## src/rtl/uart_pkg.sv

```systemverilog
// ---------------------------------------------------------------------------
// uart_pkg
// Shared definitions for the UART transmit arbiter (and any future RX-side
// dispatcher that reuses the round-robin picker).
//   NREQ_DEFAULT : default number of byte-stream requesters
//   BYTE_W       : width of one UART byte lane
//   state_t      : arbiter FSM state encoding
// ---------------------------------------------------------------------------
package uart_pkg;

    localparam int NREQ_DEFAULT = 4;
    localparam int BYTE_W       = 8;

    typedef enum logic [2:0] {
        IDLE    = 3'd0,
        LOAD    = 3'd1,
        WAIT_LO = 3'd2,
        WAIT_HI = 3'd3,
        HOLD    = 3'd4
    } state_t;

endpackage

```

## src/rtl/rr_pick.sv

```systemverilog
// ---------------------------------------------------------------------------
// rr_pick
// Combinational round-robin priority pick: returns the first set bit of req
// at or after position ptr, wrapping modulo NREQ.
// Ports:
//   req   in  NREQ  request vector
//   ptr   in  IDXW  highest-priority position (must be < NREQ)
//   idx   out IDXW  selected index (0 when valid is low)
//   valid out 1     at least one request is set
// ---------------------------------------------------------------------------
module rr_pick #(
    parameter int NREQ = 4,
    parameter int IDXW = 2
) (
    input  logic [NREQ-1:0] req,
    input  logic [IDXW-1:0] ptr,
    output logic [IDXW-1:0] idx,
    output logic            valid
);

    // rot[j] is the request sitting j places after ptr; pos[j] is its index.
    logic [NREQ-1:0] rot;
    logic [IDXW-1:0] pos [NREQ];

    generate
        for (genvar gi = 0; gi < NREQ; gi++) begin : g_rot
            logic [IDXW:0] sum;
            assign sum     = {1'b0, ptr} + (IDXW+1)'(gi);
            assign pos[gi] = (sum >= (IDXW+1)'(NREQ)) ? IDXW'(sum - (IDXW+1)'(NREQ))
                                                      : sum[IDXW-1:0];
            assign rot[gi] = req[pos[gi]];
        end
    endgenerate

    // Scan from the far end so the nearest set position wins.
    always_comb begin
        idx   = '0;
        valid = 1'b0;
        for (int j = NREQ - 1; j >= 0; j--) begin
            if (rot[j]) begin
                idx   = pos[j];
                valid = 1'b1;
            end
        end
    end

endmodule

```

## src/rtl/uart_tx_arbiter.sv

```systemverilog
// ---------------------------------------------------------------------------
// uart_tx_arbiter
// Round-robin scheduler sharing one UART transmitter among NREQ byte-stream
// requesters. A requester keeps the UART for a whole packet; the grant moves
// on only after the byte flagged last has been fully serialised.
// Ports:
//   clock, reset_n     clock and asynchronous active-low reset
//   req/last   [NREQ]  per-requester byte valid / end-of-packet flag
//   data  [8*NREQ]     flattened byte lanes, lane k = data[8k+7:8k]
//   ack        [NREQ]  one-cycle pulse when lane k's byte is loaded
//   grant      [NREQ]  one-hot UART owner, held for the whole packet
//   busy               a packet is in progress
//   uart_txen/uart_din load strobe and byte to the UART
//   uart_txready       UART idle indication
// All outputs are registered: they are computed from the next state.
// ---------------------------------------------------------------------------
module uart_tx_arbiter
    import uart_pkg::*;
#(
    parameter int NREQ = NREQ_DEFAULT,
    parameter int IDXW = $clog2(NREQ)
) (
    input  logic                   clock,
    input  logic                   reset_n,
    input  logic [NREQ-1:0]        req,
    input  logic [NREQ-1:0]        last,
    input  logic [BYTE_W*NREQ-1:0] data,
    output logic [NREQ-1:0]        ack,
    output logic [NREQ-1:0]        grant,
    output logic                   busy,
    output logic                   uart_txen,
    output logic [BYTE_W-1:0]      uart_din,
    input  logic                   uart_txready
);

    state_t            state_q, state_d;
    logic [IDXW-1:0]   owner_q, owner_d;
    logic [IDXW-1:0]   ptr_q,   ptr_d;
    logic              eop_q,   eop_d;
    logic [NREQ-1:0]   ack_q,   ack_d;
    logic [NREQ-1:0]   grant_q, grant_d;
    logic              busy_q,  busy_d;
    logic              txen_q,  txen_d;
    logic [BYTE_W-1:0] din_q,   din_d;

    logic [IDXW-1:0]   pick_idx;
    logic              pick_valid;
    logic [BYTE_W-1:0] lane [NREQ];

    generate
        for (genvar gi = 0; gi < NREQ; gi++) begin : g_lane
            assign lane[gi] = data[gi*BYTE_W +: BYTE_W];
        end
    endgenerate

    rr_pick #(
        .NREQ (NREQ),
        .IDXW (IDXW)
    ) u_pick (
        .req   (req),
        .ptr   (ptr_q),
        .idx   (pick_idx),
        .valid (pick_valid)
    );

    always_comb begin
        state_d = state_q;
        owner_d = owner_q;
        ptr_d   = ptr_q;
        eop_d   = eop_q;
        ack_d   = '0;
        grant_d = '0;
        busy_d  = 1'b0;
        txen_d  = 1'b0;
        din_d   = din_q;

        case (state_q)
            IDLE: begin
                // The txready gate also covers a byte still shifting out
                // after a mid-packet reset.
                if (uart_txready && pick_valid) begin
                    owner_d = pick_idx;
                    state_d = LOAD;
                end
            end
            LOAD: state_d = WAIT_LO;
            WAIT_LO: begin
                if (!uart_txready) state_d = WAIT_HI;
            end
            WAIT_HI: begin
                if (uart_txready) begin
                    if (eop_q) begin
                        // The finished requester drops to lowest priority.
                        ptr_d   = (owner_q == IDXW'(NREQ - 1)) ? '0 : owner_q + IDXW'(1);
                        state_d = IDLE;
                    end else if (req[owner_q]) begin
                        state_d = LOAD;
                    end else begin
                        state_d = HOLD;
                    end
                end
            end
            HOLD: begin
                if (req[owner_q]) state_d = LOAD;
            end
            default: state_d = IDLE;
        endcase

        busy_d = (state_d != IDLE);
        if (busy_d) grant_d[owner_d] = 1'b1;

        // data/last of the owner are stable until its ack, so sampling them
        // on entry to LOAD is equivalent to sampling them during LOAD.
        if (state_d == LOAD) begin
            txen_d         = 1'b1;
            ack_d[owner_d] = 1'b1;
            din_d          = lane[owner_d];
            eop_d          = last[owner_d];
        end
    end

    always_ff @(posedge clock or negedge reset_n) begin
        if (!reset_n) begin
            state_q <= IDLE;
            owner_q <= '0;
            ptr_q   <= '0;
            eop_q   <= 1'b0;
            ack_q   <= '0;
            grant_q <= '0;
            busy_q  <= 1'b0;
            txen_q  <= 1'b0;
            din_q   <= '0;
        end else begin
            state_q <= state_d;
            owner_q <= owner_d;
            ptr_q   <= ptr_d;
            eop_q   <= eop_d;
            ack_q   <= ack_d;
            grant_q <= grant_d;
            busy_q  <= busy_d;
            txen_q  <= txen_d;
            din_q   <= din_d;
        end
    end

    assign ack       = ack_q;
    assign grant     = grant_q;
    assign busy      = busy_q;
    assign uart_txen = txen_q;
    assign uart_din  = din_q;

endmodule

```

## config.mk

```make
export PLATFORM = sky130hd
export DESIGN_NAME = uart_tx_arbiter
export DESIGN_NICKNAME = d
export VERILOG_FILES = /design/src/rtl/uart_pkg.sv /design/src/rtl/rr_pick.sv /design/src/rtl/uart_tx_arbiter.sv
export SDC_FILE = /design/constraint.sdc
export NUM_CORES = 1
export LEC_CHECK = 0
export CAP_MARGIN = 20
export CORE_ASPECT_RATIO = 0.75
export CORE_MARGIN = 2
export CORE_UTILIZATION = 44
export CTS_BUF_LIST = sky130_fd_sc_hd__clkbuf_8
export DETAILED_ROUTE_END_ITERATION = 12
export PLACE_DENSITY = 0.82
export REMOVE_ABC_BUFFERS = 1
export SLEW_MARGIN = 20
export SYNTH_ARGS = -nofsm -noshare
export SYNTH_HDL_FRONTEND = slang
export SYNTH_HIERARCHICAL = 1
export SYNTH_SLANG_ARGS = --single-unit
```

## constraint.sdc

```tcl
create_clock -name clock -period 2.2 [get_ports clock]
set_input_delay 0.44 -clock clock [delete_from_list [all_inputs] [get_ports clock]]
set_output_delay 0.44 -clock clock [all_outputs]
set_load 0.01 [all_outputs]
```

==> out/qor.yml, run 1 <==
clocking:
  clk_pin_slew_worst_paths_ns: 0.09
  hold_buffers: 0
  clockBufferDepth: 2
  cts_max_level: 1
  cts-buffers-inserted: 3
  cts_sinks: 26
  cts_tree: "built"
  cts-root-buf: "clkbuf_8"
  insertion_delay_ns: 0.27
setup_path:
  critPathLaunchType: "input port"
  r2r_slack_ns: 0.08
  crit_slowest_cell: "a211oi_4"
  crit_chain: "clkdlybuf4s50_1 > nor2b_1 > buf_4 > buf_4 > a211oi_4 > o21ai_0 > nand4_1 > mux2_2"
  critPathMaxStageDelay_ns: 0.49
  r2r_start: "ptr_q[1]"
  reg2reg_to: "uart_din[4]"
  cpMostUsedCell: "buf_4"
  crit_path_end_kind: "flop"
  required_ns: 2.41
  critPathMaxFanout: 11
  cp.arrival_ns: 2.38
  reg2reg_depth: 8
  crit_type: "input port to flop"
  worst-path-buf-inv: 3
  cp_top_family: "buffers and inverters"
global_route:
  grt_use_total: 0.264
  grt_pass1_vias: 1526
  grt_first_pass_wirelength_um: 7540
  grt_max_degree: 27
  antenna_found_initial: 0
  grt-ovfl-total: 0
power_and_ir_drop:
  power.density_mw_per_mm2: 1230
  p_leak_nw: 0.986
  p_int_mw: 1.79
  power_switching_mw: 1.12
  irDropWorstVdd_mv: 0.726
  p_seq_frac: 0.298
  pwr-share-clk: 0.134
  p_comb_frac: 0.568
  finalPower_mw: 2.91
  switching_share: 0.385
drt:
  wirelength_um: 4970
  antenna_left: 0
  vias_per_cell: 5.91
  drc: 0
  wl_per_cell_um: 19.0
  vias: 1543
  drt_pass1_iterations: 4
  drt_iter0_markers: 122
timing:
  setup_violations: 0
  worstMarginPinSlew_ns: 0.524
  fmax_ghz: 0.461
  fin_crit_ns: 2.17
  hold_viol_final: 0
  skew_ns: 0.00376
  relSlewSlack: 0.651
  finalCritPeriodShare: 0.987
  maxSlewViolCount: 0
logic_synthesis:
  synth_top_area_frac: 0.451
  synth_edf_count: 0
  synth_flop_cell: "dfrtp_1"
  async_flop_share: 1.00
  synthDistinctLibCells: 32
  synthCells: 147
  syn-cell-area_sq_mm: 0.00144
  synthMostInstantiatedCell: "o21ai_0"
  yosysWarnings: 6
  synth_top_area_cell: "dfrtp_1"
  synth_top_cells_by_area: "dfrtp_1, o21ai_0, mux2_2"
  ys_ff_latch: 26
  yosysSeqAreaShare: 0.451
  synth_area_per_cell_sq_um: 9.81
  synthTopCellsByCount: "o21ai_0, dfrtp_1, nor2_1"
worst_hold_path:
  min_from: "uart_din[1]"
  min_path_cells: 1
  worstHoldPathType: "flop to flop"
  min_delay_worst_endpoint: "uart_din[1]"
job:
  max_cap_violations: 0
final_layout:
  stdcell_count: 261
  n_antenna_cell: 0
  register_area_sq_um: 651
  drive_above_1_share: 0.238
  utilization: 0.779
  nFillCells: 196
  multi_input_area_sq_um: 840
  area_delta_synth_final_pct: 64.2
  nNetsFinal: 268
floorplan:
  initial_core_util: 0.474
  io_pins: 61
  die_h_um: 53.6
  die_x_um: 70.1
  die_area_sq_mm: 0.00376
  rows: 17
  coreArea_sq_mm: 0.00304
status:
  status: "finished clean"
placement:
  dp_hpwl_um: 3290
  finalWeightedCongestion: 0.788
  placed_cells: 254
  portBuffers: 60
[cells in the final DEF (no fill, tap or decap), types with 2 or more instances in the layout]
cell,instances
mux2_2,12
buf_12,2
dfrtp_1,26
nand4_1,10
buf_4,14
clkbuf_8,3
o21ai_0,17
and4b_2,2
nor2_2,3
nor3_1,5
nand2b_1,3
dlymetal6s2s_1,3
nor2_1,11
inv_1,2
a211oi_2,2
nand2_1,5
o21ai_1,18
a21oi_4,2
a21oi_1,3
clkdlybuf4s50_1,56
[power by group through the flow]
stage / clock network (mW) / logic, mW / registers (mW)
floorplan: 0 / 0.715 / 0.882
global placement: 0 / 1.41 / 0.837
detailed placement: 0 / 1.46 / 0.856
CTS: 0.396 / 1.58 / 0.861
global route: 0.421 / 1.76 / 0.895
finish: 0.390 / 1.65 / 0.866
[through the flow]
step,worst slack (ns),hold WS [ns],TNS (ns),area (sq um)
after floorplan,0.429,0.144,0,1420
after global routing,-0.00114,0.549,-0.00114,2370
final,0.0286,0.514,0,2370
after CTS,0.00945,0.524,0,2350
after detailed placement,-0.433,0.503,-4.88,2190
after global placement,-0.297,0.489,-3.35,2190
[cell families (layout without fill, tap and decap cells)]
kind of cell,after synthesis,in the layout,synth area share
AOI/OAI and AO/OA,47,47,0.187
DFF,26,26,0.451
adders and majority gates,1,1,0.00867
muxes,14,14,0.116
and+or+nand+nor,52,53,0.218
buffers and inverters,7,82,0.0191
[sequential cells by signal (all words and copies together) (netlist names)]
signal	flops
eop_q	1
uart_din	8
busy	1
owner_q	2
ack	4
grant	4
ptr_q	2
uart_txen	1
state_q	3
[layout make-up]
type	count	area share
well taps	38	0.0201
repair buffers	76	0.317
clock inverters	1	0.0127
clock buffers	3	0.0174
inverters	2	0.00317
flip-flops and latches	26	0.275
multi-input cells	115	0.354
[per-layer routing]
layer	global-route usage	vias up	wire, um
li1	-	703	-
met1	0.333	744	1930
met2	0.454	88	2580
met3	0.0637	8	406
met4	0.0962	0	53
met5	0	-	0
[timing repair]
action	CTS	global route
cloned	1	0
resized for setup	19	23
pin swaps	5	2
setup buffers	2	0
endpoints found under the setup margin	9	11
[how the worst max path moves through the flow]
stage                             from     endpoint  slack [ns]  cells after the start
after global routing      uart_txready  uart_din[4]      -0.001                      8
after detailed placement        req[1]  uart_din[1]       -0.43                      8
after global placement          req[3]  uart_din[1]       -0.30                      8
final                     uart_txready  uart_din[4]        0.03                      8
after CTS                       req[0]  uart_din[0]       0.009                      9
after floorplan                 req[1]        eop_q        0.43                      8
(Power assumes the default switching activity.)
==> run 2: changes to the inputs <==
Settings changed: CAP_MARGIN 20 to not set, CTS_CLUSTER_SIZE set to 25, SKIP_LAST_GASP set to 1.
==> run 2 against run 1 <==
  * First-iteration DRC count increased by 25%
  * Non-clock buffer count did not move
  * Clock power hardly changed
  * Total power fell by 0.33%
  * Via count is 2.3% higher
  * Die area did not move
  * Clock skew about the same
  * Cell area rose by 0.16%
  * Cell count is the same
  * Register-to-register slack improved by 0.03 ns
  * Largest power group unchanged
==> out/qor.yml, run 2 (same netlist as run 1, synthesis figures left out) <==
status:
  status: "finished clean"
setup_path:
  cp.arrival_ns: 2.37  # about the same
  critPathMaxFanout: 11  # unchanged
  crit_path_end_kind: "flop"
  required_ns: 2.41  # about the same
  critPathLaunchType: "input port"
  crit_type: "input port to flop"
timing:
  relSlewSlack: 0.681  # +0.0305
  worstMarginPinSlew_ns: 0.477  # -0.0473 ns
  finalWorstSetupSlack_ns: 0.0382  # +0.00965 ns
  fin_crit_ns: 2.16  # -0.00965 ns
  finalCritPeriodShare: 0.983  # -0.00439
  setup_violations: 0  # unchanged
  skew_ns: 0.00382  # +0.0000539 ns
  maxSlewViolCount: 0  # unchanged
  hold_viol_final: 0  # unchanged
  fmax_ghz: 0.463  # +0.45%
floorplan:
  coreArea_sq_mm: 0.00304  # unchanged
  die_h_um: 53.6  # unchanged
  io_pins: 61  # unchanged
  die_area_sq_mm: 0.00376  # unchanged
  rows: 17  # unchanged
  die_x_um: 70.1  # unchanged
  initial_core_util: 0.474  # unchanged
global_route:
  antenna_found_initial: 0  # unchanged
  grt_pass1_vias: 1527  # +0.066%
  grt-ovfl-total: 0  # unchanged
  grt_use_total: 0.264  # unchanged
  grt_first_pass_wirelength_um: 7540  # unchanged
  grt_max_degree: 27  # unchanged
job:
  max_cap_violations: 0  # unchanged
final_layout:
  final_area_sq_mm: 0.00237  # +0.16%
  nNetsFinal: 268  # unchanged
  area_delta_synth_final_pct: 64.4
  final_cell_mix: "clkdlybuf4s50_1, o21ai_0, dfrtp_1"
  n_antenna_cell: 0  # unchanged
  utilization: 0.780  # +0.00123
  drive_above_1_share: 0.238  # unchanged
  final_common_cell: "clkdlybuf4s50_1"
  stdcell_count: 261  # unchanged
  largest_reg_flops: 8  # unchanged
placement:
  place_ws_ns: -0.433  # unchanged
  place_area_sq_mm: 0.00219  # unchanged
  dp_hpwl_um: 3290  # unchanged
  finalWeightedCongestion: 0.788  # unchanged
  placed_cells: 254  # unchanged
  portBuffers: 60  # unchanged
clocking:
  clockBufferDepth: 2  # unchanged
  cts_max_level: 1  # unchanged
  insertion_delay_ns: 0.27  # about the same
  hold_buffers: 0  # unchanged
  cts_sinks: 26  # unchanged
  clk_pin_slew_worst_paths_ns: 0.09  # about the same
  cts-buffers-inserted: 3  # unchanged
  cts-root-buf: "clkbuf_8"
  cts_tree: "built"
power_and_ir_drop:
  power.density_mw_per_mm2: 1220  # -0.49%
  p_leak_nw: 0.994  # +0.81%
  finalPower_mw: 2.90  # -0.33%
  irDropWorstVdd_mv: 0.725  # -0.15%
drt:
  vias: 1579  # +2.3%
  vias_per_cell: 6.05  # +2.3%
  drt_pass1_iterations: 4  # unchanged
  wirelength_um: 5030  # +1.3%
  antenna_left: 0  # unchanged
  drc: 0  # unchanged
  wl_per_cell_um: 19.3  # +1.3%
  drt_iter0_markers: 152  # +25%
worst_hold_path:
  worstHoldPathType: "flop to flop"
## run 2: changes by cell type in the layout (fill, tap and decap cells not counted), sizes merged
cell	change
dlymetal6s2s	+1
dlygate4sd2	-1
## run 2: final cells by class
cell class                      instances  area, sq um
Clock buffer                            3         41.3
Clock inverter                          1         30.0
Fill cell                             196          669
Inverter                                2         7.51
Multi-Input combinational cell        115          840
Sequential cell                        26          651
Tap cell                               38         47.5
Timing Repair Buffer                   76          756
## run 2: per-stage QoR
step / hold slack, ns / setup TNS [ns]
after global placement: 0.489 / -3.35
after global routing: 0.549 / -0.00722
final: 0.516 / 0
after detailed placement: 0.503 / -4.88
after floorplan: 0.144 / 0
after CTS: 0.524 / -0.00587
## run 2: worst paths after layout
kind / slack [ns] / endpoint / cells after the start / startpoint
max in group asynchronous: 1.42 / owner_q[1] / 2 / reset_n
max reg2reg: 0.11 / eop_q / 8 / ptr_q[1]
max: 0.04 / eop_q / 8 / uart_txready
min in group asynchronous: 0.54 / ack[1] / 2 / reset_n
min: 0.52 / uart_din[1] / 1 / uart_din[1]
min reg2reg: 0.52 / uart_din[1] / 1 / uart_din[1]
## run 2: metal layers
layer / vias up / routed length [um] / track usage / part of all wire
met4: 0 / 109 / 0.0962 / 0.022
met3: 16 / 298 / 0.0637 / 0.059
met1: 788 / 2050 / 0.333 / 0.41
li1: 701 / - / - / -
met2: 74 / 2570 / 0.454 / 0.51
met5: - / 0 / 0 / 0
## run 2: report_power, final
part | leakage (nW) | internal [mW] | switching, mW
clock | 0.0357 | 0.243 | 0.146
sequential | 0.328 | 0.675 | 0.192
combinational | 0.631 | 0.865 | 0.777
## run 2: critical path: stages
cell	delay, ns
clkdlybuf4s50_1	0.47
nor2b_1	0.18
buf_4	0.19
buf_4	0.16
a211oi_4	0.47
o21ai_0	0.16
nand4_1	0.13
mux2_2	0.16
## run 2: what timing repair did
action / in CTS / in global routing
pin swaps: 5 / 3
buffers inserted: 2 / 0
cloned: 1 / 0
setup endpoints to repair: 9 / 11
endpoints found under the hold margin: 0 / 0
resized for setup: 17 / 15
==> run 3: changes to the inputs <==
Settings changed: CORE_UTILIZATION 44 to 39, PLACE_DENSITY 0.82 to 0.77.
Clock period 2.2 ns to 1.9 ns, I/O delays scaled along.
==> run 3 against run 2 <==
  * The run now ends with negative setup slack left
  * Sequential power is 13% higher
  * Cell area is 4.4% higher
  * Critical endpoint unchanged
  * Global-route usage is 4.5 points lower
  * Flip-flop and latch count stayed put
  * Clock power is 17% higher
  * Largest cell class unchanged
  * Clock-buffer cell count stayed put
==> out/qor.yml, run 3 (same netlist as run 1, synthesis figures left out) <==
status:
  status: "complete, but fails checks"
  violations: "negative setup slack"
drt:
  antenna_left: 0  # unchanged
  vias: 1548  # -2.0%
  drt_iter0_markers: 102  # -33%
  vias_per_cell: 5.45  # -9.9%
  drt_pass1_iterations: 4  # unchanged
  wirelength_um: 4530  # -10%
  drc: 0  # unchanged
  wl_per_cell_um: 16.0  # -17%
timing:
  finalSetupTns_ns: -0.147  # -0.147 ns
  fmax_ghz: 0.512
  maxSlewViolCount: 0  # unchanged
  finalCritPeriodShare: 1.03
  relSlewSlack: 0.666  # -0.0155
  worstMarginPinSlew_ns: 0.500  # +0.0232 ns
  fin_crit_ns: 1.95
  hold_viol_final: 0  # unchanged
  setup_violations: 7  # +7
  finalWorstSetupSlack_ns: -0.0513  # -0.0895 ns
  skew_ns: 0.00677  # +0.00296 ns
  rsz0062_at_grt: "true"
setup_path:
  r2r_slack_ns: -0.05  # -0.16 ns
  required_ns: 2.06  # -0.35 ns
  critPathMaxFanout: 6  # -5
  cp.arrival_ns: 2.11  # -0.26 ns
  crit_path_end_kind: "flop"
  critPathLaunchType: "flop"
  crit_type: "flop to flop"
power_and_ir_drop:
  p_comb_frac: 0.583  # +0.016
  finalPower_mw: 3.43  # +18%
  switching_share: 0.371  # -0.0133
  power_switching_mw: 1.27  # +14%
  power.density_mw_per_mm2: 1390  # +13%
  p_leak_nw: 1.02  # +2.8%
  p_int_mw: 2.16  # +21%
  pwr-share-clk: 0.132  # -0.002
  p_seq_frac: 0.284  # -0.015
  irDropWorstVdd_mv: 0.903  # +24%
final_layout:
  utilization: 0.686  # -0.0943
  nNetsFinal: 277  # +3.4%
  largest_reg_flops: 8  # unchanged
  drive_above_1_share: 0.302  # +0.0641
  area_delta_synth_final_pct: 71.7
  final_cell_mix: "clkdlybuf4s50_1, o21ai_1, dfrtp_1"
  n_antenna_cell: 0  # unchanged
  final_area_sq_mm: 0.00248  # +4.4%
  nFillCells: 275  # +40%
  final_common_cell: "clkdlybuf4s50_1"
global_route:
  grt_use_total: 0.219  # -0.0451
  grt_first_pass_wirelength_um: 7210  # -4.4%
  grt_max_degree: 27  # unchanged
  antenna_found_initial: 0  # unchanged
  grt-ovfl-total: 0  # unchanged
  grt_pass1_vias: 1534  # +0.46%
clocking:
  cts_tree: "built"
  cts-buffers-inserted: 3  # unchanged
  cts-root-buf: "clkbuf_8"
  clockBufferDepth: 2  # unchanged
  cts_sinks: 26  # unchanged
  clk_pin_slew_worst_paths_ns: 0.09  # about the same
  insertion_delay_ns: 0.27  # about the same
  cts_max_level: 1  # unchanged
floorplan:
  rows: 19  # +2
  coreArea_sq_mm: 0.00361  # +19%
  io_pins: 61  # unchanged
  die_x_um: 74.2  # +5.9%
  die_h_um: 56.7  # +5.7%
  die_area_sq_mm: 0.00421  # +12%
  initial_core_util: 0.399  # -0.0751
placement:
  dp_hpwl_um: 2790  # -15%
  place_area_sq_mm: 0.00219  # -0.11%
  finalWeightedCongestion: 0.738  # -6.2%
  portBuffers: 60  # unchanged
  place_ws_ns: -0.554  # -0.121 ns
job:
  max_cap_violations: 0  # unchanged
worst_hold_path:
  worstHoldPathType: "input port to async pin"
==> run 3: cell count changes in the layout (fill, tap and decap cells not counted), moves of 2 or more <==
cell | before | now
and4b_2 | 2 | 4
buf_4 | 14 | 19
buf_6 | 0 | 2
clkbuf_2 | 0 | 3
dlymetal6s2s_1 | 4 | 1
o21ai_0 | 27 | 5
o21ai_1 | 8 | 27
o21ai_2 | 1 | 4
==> run 3: worst max-delay path, stage by stage, from the launching register on <==
cell	delay, ns
dfrtp_2	0.45
mux2i_2	0.29
a211oi_4	0.11
buf_4	0.17
and4b_2	0.26
o21ai_1	0.15
nand4_1	0.12
mux2_2	0.28
==> run 3: final timing paths <==
check,cells after the start,end,startpoint
min,2,uart_din[2],reset_n
max in group asynchronous,2,ptr_q[1],reset_n
max reg2reg,7,eop_q,ptr_q[1]
min reg2reg,1,uart_din[7],uart_din[7]
min in group clock,1,uart_din[7],uart_din[7]
max,7,eop_q,ptr_q[1]
==> run 3: per-layer routing <==
layer	part of all wire	up-vias	track usage
li1	-	730	-
met1	0.44	749	0.318
met2	0.48	65	0.338
met3	0.073	4	0.0467
met4	0.0044	0	0.0434
met5	0	-	0
==> run 3: cell type report <==
cell class / instances / area (sq um) / share of cell area
clock buffers: 3 / 41.3 / 0.0167
clock inverters: 1 / 30.0 / 0.0121
inverters: 2 / 7.51 / 0.00303
multi-input cells: 117 / 890 / 0.359
flip-flops and latches: 26 / 652 / 0.263
well taps: 52 / 65.1 / 0.0263
repair buffers: 83 / 792 / 0.320
==> run 3: timing repair <==
action	4_1_cts	5_1_grt
cloned	2	1
hold buffers	0	0
endpoints found under the hold margin	0	0
pin swaps	12	7
setup buffers	9	2
resized for setup	50	22
endpoints found under the setup margin	14	9
==> run 3: metrics by stage <==
step / cells / hold WS (ns)
floorplan: 142 / 0.0844
global placement: 267 / 0.493
detailed placement: 267 / 0.497
CTS: 281 / 0.481
global route: 284 / 0.505
finish: 284 / 0.476
==> run 3: power groups by stage <==
stage                     registers, mW  logic [mW]  clock network [mW]
after floorplan                    1.02       0.828                   0
after global placement            0.963        1.61                   0
after detailed placement          0.967        1.62                   0
after CTS                         0.966        1.88               0.459
after global routing               1.01        2.17               0.484
final                             0.975        2.00               0.455
